**src/rtl/fp_pkg.sv**
```systemverilog
`default_nettype none
// ============================================================================
// Module   : fp_pkg
// Purpose  : Shared types and constants for the fdiv issue stage: FSM state
//            encoding, exception-flag bit positions, format selectors and the
//            half-format operand masking helper.
// Revision : 1.0 - initial release
// ============================================================================
package fp_pkg;

  // Issue-stage FSM states, explicitly sized and encoded
  typedef enum logic [1:0] {
    ST_IDLE = 2'd0,
    ST_EXEC = 2'd1,
    ST_DONE = 2'd2
  } state_e;

  // Bit positions inside the 5-bit {NV, DZ, OF, UF, NX} flag vector
  localparam int FLG_NV = 4;
  localparam int FLG_DZ = 3;
  localparam int FLG_OF = 2;
  localparam int FLG_UF = 1;
  localparam int FLG_NX = 0;

  // mode_fp encoding
  localparam logic FMT_SINGLE = 1'b1;
  localparam logic FMT_HALF   = 1'b0;

  // Half-format values only carry [15:0]; the upper half is zeroed
  function automatic logic [31:0] fmt_mask(input logic [31:0] x, input logic fp);
    return (fp == FMT_SINGLE) ? x : {16'h0000, x[15:0]};
  endfunction

endpackage
`default_nettype wire

```
**src/rtl/fdiv_issue_stage_if.sv**
```systemverilog
`default_nettype none
// ============================================================================
// Module   : fdiv_issue_stage_if
// Purpose  : Request, fdiv-side, response and sticky-flag signals of the
//            fdiv issue stage. The slave modport is the stage itself, the
//            master modport is its environment (upstream, fdiv, downstream).
// Revision : 1.0 - initial release
// ============================================================================
interface fdiv_issue_stage_if;

  logic        req_valid;
  logic        req_ready;
  logic [31:0] req_a;
  logic [31:0] req_b;
  logic        req_rm;
  logic        req_fp;

  logic [31:0] div_op_a;
  logic [31:0] div_op_b;
  logic        div_rm;
  logic        div_fp;
  logic [31:0] div_result;
  logic [4:0]  div_flags;

  logic        rsp_valid;
  logic        rsp_ready;
  logic [31:0] rsp_result;
  logic [4:0]  rsp_flags;

  logic [4:0]  fflags;
  logic        fflags_clr;

  modport slave (
    input  req_valid, req_a, req_b, req_rm, req_fp,
    input  div_result, div_flags,
    input  rsp_ready, fflags_clr,
    output req_ready, div_op_a, div_op_b, div_rm, div_fp,
    output rsp_valid, rsp_result, rsp_flags, fflags
  );

  modport master (
    output req_valid, req_a, req_b, req_rm, req_fp,
    output div_result, div_flags,
    output rsp_ready, fflags_clr,
    input  req_ready, div_op_a, div_op_b, div_rm, div_fp,
    input  rsp_valid, rsp_result, rsp_flags, fflags
  );

endinterface
`default_nettype wire

```
**src/rtl/fflags_acc.sv**
```systemverilog
`default_nettype none
// ============================================================================
// Module   : fflags_acc
// Purpose  : Sticky exception-flag accumulator. Each delivered response ORs
//            its flags in; a clear wins over the OR but keeps the flags of a
//            response delivered in the same cycle.
// Revision : 1.0 - initial release
// ============================================================================
module fflags_acc (
  input  wire        clk,
  input  wire        rst,
  input  wire        clr,
  input  wire        hs,
  input  wire  [4:0] flags,
  output logic [4:0] fflags
);

  logic [4:0] fflags_d;
  logic [4:0] fflags_q;

  // Next sticky value: clear has priority, coincident handshake flags survive
  always_comb begin
    fflags_d = fflags_q;
    if (clr) begin
      fflags_d = hs ? flags : 5'b00000;
    end else if (hs) begin
      fflags_d = fflags_q | flags;
    end
  end

  // Sticky register with synchronous reset
  always_ff @(posedge clk) begin
    if (rst) begin
      fflags_q <= 5'b00000;
    end else begin
      fflags_q <= fflags_d;
    end
  end

  assign fflags = fflags_q;

endmodule
`default_nettype wire

```
**src/rtl/fdiv_issue_stage.sv**
```systemverilog
`default_nettype none
// ============================================================================
// Module   : fdiv_issue_stage
// Purpose  : Sequential front-end for the combinational fdiv unit. Registers
//            one request onto the fdiv inputs, holds them for SETTLE_CYC
//            cycles, captures result/flags and offers them downstream.
//            Optional macro FDIV_ISSUE_BYPASS_EN: accept a new request in the
//            same cycle as the response handshake.
// Revision : 1.0 - initial release
// ============================================================================
module fdiv_issue_stage
  import fp_pkg::*;
#(
  parameter int SETTLE_CYC = 2,  // legal 1..15
  parameter int CNT_W      = 4   // 2**CNT_W must exceed SETTLE_CYC
) (
  input wire               clk,
  input wire               rst,
  fdiv_issue_stage_if.slave bus
);

  localparam logic [CNT_W-1:0] CNT_LOAD = CNT_W'(SETTLE_CYC - 1);

  state_e           state_d,  state_q;
  logic [CNT_W-1:0] cnt_d,    cnt_q;
  logic [31:0]      op_a_d,   op_a_q;
  logic [31:0]      op_b_d,   op_b_q;
  logic             rm_d,     rm_q;
  logic             fp_d,     fp_q;
  logic [31:0]      res_d,    res_q;
  logic [4:0]       flg_d,    flg_q;

  logic             req_ready_w;
  logic             accept_w;
  logic             rsp_hs_w;

  // Request acceptance: idle always; in DONE only with the bypass option
  always_comb begin
    req_ready_w = (state_q == ST_IDLE);
`ifdef FDIV_ISSUE_BYPASS_EN
    if (state_q == ST_DONE) begin
      req_ready_w = bus.rsp_ready;
    end
`endif
    accept_w = bus.req_valid & req_ready_w;
    rsp_hs_w = (state_q == ST_DONE) & bus.rsp_ready;
  end

  // FSM next state, operand registration, settle counting and capture
  always_comb begin
    state_d = state_q;
    cnt_d   = cnt_q;
    op_a_d  = op_a_q;
    op_b_d  = op_b_q;
    rm_d    = rm_q;
    fp_d    = fp_q;
    res_d   = res_q;
    flg_d   = flg_q;
    case (state_q)
      ST_EXEC: begin
        if (cnt_q == '0) begin
          res_d   = fmt_mask(bus.div_result, fp_q);
          flg_d   = bus.div_flags;
          state_d = ST_DONE;
        end else begin
          cnt_d = cnt_q - 1'b1;
        end
      end
      ST_DONE: begin
        if (rsp_hs_w) begin
          state_d = ST_IDLE;
        end
      end
      default: ;
    endcase
    // A new request (from IDLE, or from DONE with bypass) overrides the above
    if (accept_w) begin
      op_a_d  = fmt_mask(bus.req_a, bus.req_fp);
      op_b_d  = fmt_mask(bus.req_b, bus.req_fp);
      rm_d    = bus.req_rm;
      fp_d    = bus.req_fp;
      cnt_d   = CNT_LOAD;
      state_d = ST_EXEC;
    end
  end

  // State and datapath registers with synchronous reset
  always_ff @(posedge clk) begin
    if (rst) begin
      state_q <= ST_IDLE;
      cnt_q   <= '0;
      op_a_q  <= 32'h0;
      op_b_q  <= 32'h0;
      rm_q    <= 1'b0;
      fp_q    <= 1'b0;
      res_q   <= 32'h0;
      flg_q   <= 5'b00000;
    end else begin
      state_q <= state_d;
      cnt_q   <= cnt_d;
      op_a_q  <= op_a_d;
      op_b_q  <= op_b_d;
      rm_q    <= rm_d;
      fp_q    <= fp_d;
      res_q   <= res_d;
      flg_q   <= flg_d;
    end
  end

  fflags_acc u_fflags_acc (
    .clk    (clk),
    .rst    (rst),
    .clr    (bus.fflags_clr),
    .hs     (rsp_hs_w),
    .flags  (flg_q),
    .fflags (bus.fflags)
  );

  assign bus.req_ready  = req_ready_w;
  assign bus.div_op_a   = op_a_q;
  assign bus.div_op_b   = op_b_q;
  assign bus.div_rm     = rm_q;
  assign bus.div_fp     = fp_q;
  assign bus.rsp_valid  = (state_q == ST_DONE);
  assign bus.rsp_result = res_q;
  assign bus.rsp_flags  = flg_q;

endmodule
`default_nettype wire

```
**src/flat_wrapper.sv**
```systemverilog
// flat-port wrapper written by rule: the top's interface ports become plain ports
module fdiv_issue_stage_flat import fp_pkg::*;
#(
  parameter int SETTLE_CYC = 2,                
  parameter int CNT_W      = 4                                     
)
  (clk, rst, bus_req_valid, bus_req_a, bus_req_b, bus_req_rm, bus_req_fp, bus_div_result, bus_div_flags, bus_rsp_ready, bus_fflags_clr, bus_req_ready, bus_div_op_a, bus_div_op_b, bus_div_rm, bus_div_fp, bus_rsp_valid, bus_rsp_result, bus_rsp_flags, bus_fflags);
  fdiv_issue_stage_if bus_i ();
  input wire clk;
  input wire rst;
  input wire logic [$bits(bus_i.req_valid)-1:0] bus_req_valid;
  input wire logic [$bits(bus_i.req_a)-1:0] bus_req_a;
  input wire logic [$bits(bus_i.req_b)-1:0] bus_req_b;
  input wire logic [$bits(bus_i.req_rm)-1:0] bus_req_rm;
  input wire logic [$bits(bus_i.req_fp)-1:0] bus_req_fp;
  input wire logic [$bits(bus_i.div_result)-1:0] bus_div_result;
  input wire logic [$bits(bus_i.div_flags)-1:0] bus_div_flags;
  input wire logic [$bits(bus_i.rsp_ready)-1:0] bus_rsp_ready;
  input wire logic [$bits(bus_i.fflags_clr)-1:0] bus_fflags_clr;
  output wire logic [$bits(bus_i.req_ready)-1:0] bus_req_ready;
  output wire logic [$bits(bus_i.div_op_a)-1:0] bus_div_op_a;
  output wire logic [$bits(bus_i.div_op_b)-1:0] bus_div_op_b;
  output wire logic [$bits(bus_i.div_rm)-1:0] bus_div_rm;
  output wire logic [$bits(bus_i.div_fp)-1:0] bus_div_fp;
  output wire logic [$bits(bus_i.rsp_valid)-1:0] bus_rsp_valid;
  output wire logic [$bits(bus_i.rsp_result)-1:0] bus_rsp_result;
  output wire logic [$bits(bus_i.rsp_flags)-1:0] bus_rsp_flags;
  output wire logic [$bits(bus_i.fflags)-1:0] bus_fflags;
  assign bus_i.req_valid = bus_req_valid;
  assign bus_i.req_a = bus_req_a;
  assign bus_i.req_b = bus_req_b;
  assign bus_i.req_rm = bus_req_rm;
  assign bus_i.req_fp = bus_req_fp;
  assign bus_i.div_result = bus_div_result;
  assign bus_i.div_flags = bus_div_flags;
  assign bus_i.rsp_ready = bus_rsp_ready;
  assign bus_i.fflags_clr = bus_fflags_clr;
  assign bus_req_ready = bus_i.req_ready;
  assign bus_div_op_a = bus_i.div_op_a;
  assign bus_div_op_b = bus_i.div_op_b;
  assign bus_div_rm = bus_i.div_rm;
  assign bus_div_fp = bus_i.div_fp;
  assign bus_rsp_valid = bus_i.rsp_valid;
  assign bus_rsp_result = bus_i.rsp_result;
  assign bus_rsp_flags = bus_i.rsp_flags;
  assign bus_fflags = bus_i.fflags;
  fdiv_issue_stage #(.SETTLE_CYC(SETTLE_CYC), .CNT_W(CNT_W)) u_core (.clk(clk), .rst(rst), .bus(bus_i));
endmodule
```
**config.mk**
```make
export PLATFORM = sky130hd
export DESIGN_NAME = fdiv_issue_stage_flat
export DESIGN_NICKNAME = d
export VERILOG_FILES = /design/src/rtl/fp_pkg.sv /design/src/rtl/fdiv_issue_stage_if.sv /design/src/rtl/fflags_acc.sv /design/src/rtl/fdiv_issue_stage.sv /design/src/flat_wrapper.sv
export SDC_FILE = /design/constraint.sdc
export NUM_CORES = 1
export LEC_CHECK = 0
export BUFFER_PORTS_ARGS = -buffer_cell sky130_fd_sc_hd__buf_4
export CAP_MARGIN = 5
export CORE_MARGIN = 4
export CORE_UTILIZATION = 30
export CTS_BUF_LIST = sky130_fd_sc_hd__clkbuf_8
export CTS_CLUSTER_SIZE = 25
export DETAILED_ROUTE_END_ITERATION = 7
export SKIP_CTS_REPAIR_TIMING = 1
export SLEW_MARGIN = 5
export SYNTH_ARGS = -nofsm -noshare
export SYNTH_HDL_FRONTEND = slang
export SYNTH_HIERARCHICAL = 1
export SYNTH_SLANG_ARGS = --single-unit
```
**constraint.sdc**
```tcl
create_clock -name clk -period 4.5 [get_ports clk]
set_clock_uncertainty 0.15 [all_clocks]
set_input_delay 0 -clock clk [delete_from_list [all_inputs] [get_ports clk]]
set_output_delay 0 -clock clk [all_outputs]
set_load 0.005 [all_outputs]
```
-- After elaboration in Yosys (flattened, before gate mapping)
Index checks and enable logic that the tools add are counted.
- register bits after elaboration: 114
- bits of input ports: 108
- output and inout bits: 110
- logic and storage cells: 48
- $add $sub $neg: 1
- eq/ne operators: 7
- multiplexer cells: 13
- bitwise logic cells: 4
- reductions and logical operators: 12
- operators by type and width (operator ; count):
    32-bit two-way mux ; 3
    5-bit two-way mux ; 3
    2-bit by 1-bit inequality test with 1-bit output, second input constant ; 3
    3-bit by 1-bit inequality test with 1-bit output, second input constant ; 2
    2-bit AND reduction ; 3
    3-bit AND reduction ; 2
    2-bit nonzero test ; 3
    5-bit OR ; 1
    4-bit logical NOT ; 1
    1-bit two-way mux ; 4
    2-bit two-way mux ; 2
    2-bit case mux with 2 select lines ; 1
    4-bit by 1-bit subtractor with 4-bit output, second input constant ; 1
    3-bit nonzero test ; 1
    1-bit bitwise AND ; 2
    2-bit by 1-bit equality test with 1-bit output, second input constant ; 1
    2-bit equality test, second input constant ; 1
    2-bit logical NOT ; 1
    2-bit OR reduction ; 1
    1-bit inverter ; 1

-- Longest topological paths before layout
- word-level depth: 5
- depth in mapped cells: 8
- mapped depth without buffers: 5

-- Hierarchy
Netlist, hierarchy kept.
- by module, submodules not included (module ; instances ; cells an instance ; area an instance (um^2)):
    fdiv_issue_stage ; 1 ; 428 ; 3842.4
    fflags_acc ; 1 ; 20 ; 175.2

-- Worst setup path before layout
No wires, ideal clock.
- kind: flip-flop to flip-flop
- start point: reg u_core.cnt_q[0]
- end point: reg u_core.state_q[0]
- setup time: 0.087 ns
- arrival: 1.463 ns
- required time: 4.263 ns
- setup slack: 2.800 ns
- cell stages (with the launch flop): 7
- cell sequence: dfxtp_1 > inv_1 > ha_1 > or3b_1 > buf_6 > a2111o_1 > o31ai_1
- cells in the longest elaborated chain, start to end: 3
- ends and longest elaborated chain (item ; RTL line ; text):
    start: declaration ; fdiv_issue_stage.sv:25 ; logic [CNT_W-1:0] cnt_d, cnt_q;
    start signal: assignment ; fdiv_issue_stage.sv:100 ; cnt_q <= cnt_d;
    4-bit logical NOT ; fdiv_issue_stage.sv:61 ; if (cnt_q == '0) begin
    3-bit by 1-bit inequality test with 1-bit output (no source line) ; n/a ;
    3-bit AND reduction (no source line) ; n/a ;
    end signal: assignment ; fdiv_issue_stage.sv:99 ; state_q <= state_d;
    end: declaration ; fdiv_issue_stage.sv:24 ; state_e state_d, state_q;
Every way passes these cells.
A chain may end at the register's enable or synchronous reset.

-- Final worst setup path
- start point: reg u_core.state_q[0]
- end point: reg u_core.op_b_q[26] (netlist: u_core/bus.div_op_b[26])
- cells in the longest elaborated chain, start to end: 2
- ends and longest elaborated chain (item ; RTL line ; text):
    2-bit logical NOT ; fdiv_issue_stage.sv:39 ; req_ready_w = (state_q == ST_IDLE);
    1-bit bitwise AND ; fdiv_issue_stage.sv:45 ; accept_w = bus.req_valid & req_ready_w;
    end signal: assignment ; fdiv_issue_stage.sv:102 ; op_b_q <= op_b_d;
    end: declaration ; fdiv_issue_stage.sv:27 ; logic [31:0] op_b_d, op_b_q;
Every way passes these cells.

==> impl_metrics.env <==
export IMPL_p_per_area_nw_per_um2=422
export IMPL_avgSynthCellArea_sq_um=8.97
export IMPL_row_count=42
export IMPL_setup_viol=0
export IMPL_clock_path_buffers=2
export IMPL_grt_overflow_total=0
export IMPL_viasPerCell=4.48
export IMPL_grt_pass1_wl_um=17900
export IMPL_grt_usage_pct=15.0
export IMPL_crit_path_start_kind="register"
export IMPL_drt_first_iter_violations=203
export IMPL_fp_coreArea_sq_um=13200
export IMPL_gp_congestion=0.702
export IMPL_ys_seq_area_share_pct=56.8
export IMPL_fp_dieH_um=124
export IMPL_peakVddDrop_v=0.000204
export IMPL_async_flop_share_pct=0
export IMPL_synth_distinct_cells=31
export IMPL_cp_required_ns=4.71
export IMPL_via_count=4255
export IMPL_p_int_w=0.00213
export IMPL_relSlewSlack_pct=17.7
export IMPL_antenna_found_initial=0
export IMPL_critPathKind="register to register"
export IMPL_period_needed_ns=2.63
export IMPL_pin_count=218
export IMPL_ys_flop_type="dfxtp_1"
export IMPL_yosys_area_top_type_share_pct=56.8
export IMPL_p_sw_share_pct=30.4
export IMPL_hpwl_um=8250
export IMPL_drc=0
export IMPL_rsz0062_at_grt="false"
export IMPL_layout_nets=874
export IMPL_cts_tree="built"
export IMPL_syn_nets=562
export IMPL_synthCells=448
export IMPL_cts_htree_levels=4
export IMPL_dieArea_sq_um=15300
export IMPL_antenna_cells=0
export IMPL_final_layout_size_suffix_gt1_share_pct=33.2
export IMPL_p_sw_w=0.000930
export IMPL_fmax_ghz=0.381
export IMPL_cts_root_buf="clkbuf_8"
export IMPL_drv_slew=0
export IMPL_run_status="finished, final reports clean"
export IMPL_avgRoutedWirePerCell_um=13.8
export IMPL_ys_ff_latch=114
export IMPL_drv_cap=0
export IMPL_port_buffers=217
export IMPL_power_frac_seq_pct=40.1
export IMPL_power_frac_comb_pct=28.0
export IMPL_clkPwrFrac_pct=31.9
export IMPL_synthTopCellsByArea="dfxtp_1 57%, nand2_1 12%, a21oi_1 9.5%"
export IMPL_worst_ep_arrival_time_ns=2.84
export IMPL_nFillCells=1159
export IMPL_hold_viol_final=0
export IMPL_setup_tns_ns=0
export IMPL_clock_sinks=114
export IMPL_wirelength_um=13100
export IMPL_numCtsBuffers=17
export IMPL_critPathMaxFanout=36
export IMPL_yosysTopAreaCell="dfxtp_1"
export IMPL_initial_utilization_pct=30.5
export IMPL_hp_class="primary input to register"
export IMPL_clk_pin_slew_worst_paths_ns=0.07
export IMPL_period_share_pct=58.4
export IMPL_finalPower_w=0.00306
export IMPL_syn_to_final_growth_pct=80.3
export IMPL_antenna_left=0
export IMPL_die_w_um=124
export IMPL_synth_area_sq_um=4020
export IMPL_synth_edf_count=0
export IMPL_cp_end_kind="register"
export IMPL_drt_first_pass_iters=5
export IMPL_grt_pass1_vias=3644
export IMPL_synth_warnings=6
export IMPL_worstSkewPairLatency_ns=0.42
export IMPL_grt_start_max_net_pins=83
export IMPL_worstMarginPinSlew_ns=1.23
export IMPL_leakage_nw=3.20
-- cell usage in the layout, fill, tap and decap left out, types with 2 or more instances in the layout --
cell and n:
a22o_1 32, nand2_1 132, bufinv_16 3, nand3_1 17, buf_4 221, and2_1 2
clkinvlp_4 3, dfxtp_1 114, nor3_1 3, clkbuf_8 18, a211oi_1 2, clkinv_4 3
dlygate4sd3_1 105, inv_1 6, a21oi_1 76, nand2b_1 7, mux2i_1 2, ha_1 6
clkinv_2 5
-- cells by family (layout without fill, tap and decap cells) --
group,Yosys count,count (layout),synth area share (%)
compound gates,117,117,18.4
xor+xnor,1,1,0.218
simple gates,168,168,17.9
buf+inv,40,365,4.30
mux,2,2,0.498
flops,114,114,56.8
fa+ha+maj,6,6,1.87
-- synth_stat cells, types with 2 or more instances --
cell / number
mux2i_1: 2
nand2_1: 132
buf_1: 6
buf_2: 12
a22o_1: 32
a211oi_1: 2
nor3_1: 3
ha_1: 6
inv_1: 6
and2_1: 2
dfxtp_1: 114
a21oi_1: 76
clkbuf_1: 15
nand3_1: 17
nand2b_1: 7
-- layout make-up --
type | instances | area [sq um] | share of cell area [%]
Clock buffer | 18 | 248 | 3.42
Clock inverter | 14 | 164 | 2.26
Inverter | 6 | 22.5 | 0.311
Multi-Input combinational cell | 294 | 1570 | 21.7
Sequential cell | 114 | 2280 | 31.5
Tap cell | 176 | 220 | 3.04
Timing Repair Buffer | 327 | 2740 | 37.8
-- final timing paths --
kind	from	end	slack, ns	cells past startpoint
setup reg to reg	u_core/state_q[0]	u_core/bus.div_op_b[26]	1.87	6
setup / recovery	u_core/state_q[0]	u_core/bus.div_op_b[26]	1.87	6
hold / removal	rst	u_core/u_fflags_acc/fflags[1]	0.03	2
hold reg to reg	u_core/bus.rsp_result[24]	u_core/bus.rsp_result[24]	0.30	2
-- state kept, by name, indices dropped and copies added (netlist names) --
signal / flops
u_core/bus.div_op_a: 32
u_core/bus.div_op_b: 32
u_core/bus.rsp_result: 32
u_core/bus.rsp_flags: 5
u_core/u_fflags_acc/fflags: 5
u_core/cnt_q: 4
u_core/state_q: 2
u_core/bus.div_fp: 1
u_core/bus.div_rm: 1
-- worst max-delay path, stage by stage, from the launching register on --
cell and delay, ns:
dfxtp_1 0.33, inv_1 0.12, ha_1 0.25, nand2_1 0.72
nor3b_4 0.37, buf_4 0.38, a22o_1 0.23
-- stage by stage --
stage	setup WS [ns]	hold slack [ns]	instance area [sq um]	instances	utilization (%)
floorplan	2.80	-0.0809	4020	448	-
global placement	2.02	0.0658	5750	811	43.6
detailed placement	1.90	0.0733	5750	811	43.6
CTS	1.88	-0.408	6160	843	46.7
global route	1.66	0.0361	7240	949	54.9
finish	1.87	0.0269	7240	949	54.9
-- routing by layer --
| metal | routed length, um | GRT usage, % |
|---|---|---|
| met1 | 5180 | 18.0 |
| met3 | 1150 | 5.99 |
| met2 | 6510 | 23.8 |
| met5 | 0 | 0 |
| met4 | 231 | 6.30 |
-- power by group through the flow --
| stage | Clock (W) | Combinational (W) | Sequential [W] |
|---|---|---|---|
| after floorplan | 0 | 0.000421 | 0.00124 |
| after global placement | 0 | 0.000754 | 0.00124 |
| after detailed placement | 0 | 0.000771 | 0.00125 |
| after CTS | 0.00102 | 0.000772 | 0.00123 |
| after global routing | 0.00105 | 0.000956 | 0.00124 |
| final | 0.000975 | 0.000857 | 0.00123 |
No activity file was read; power rests on OpenSTA's default activity.
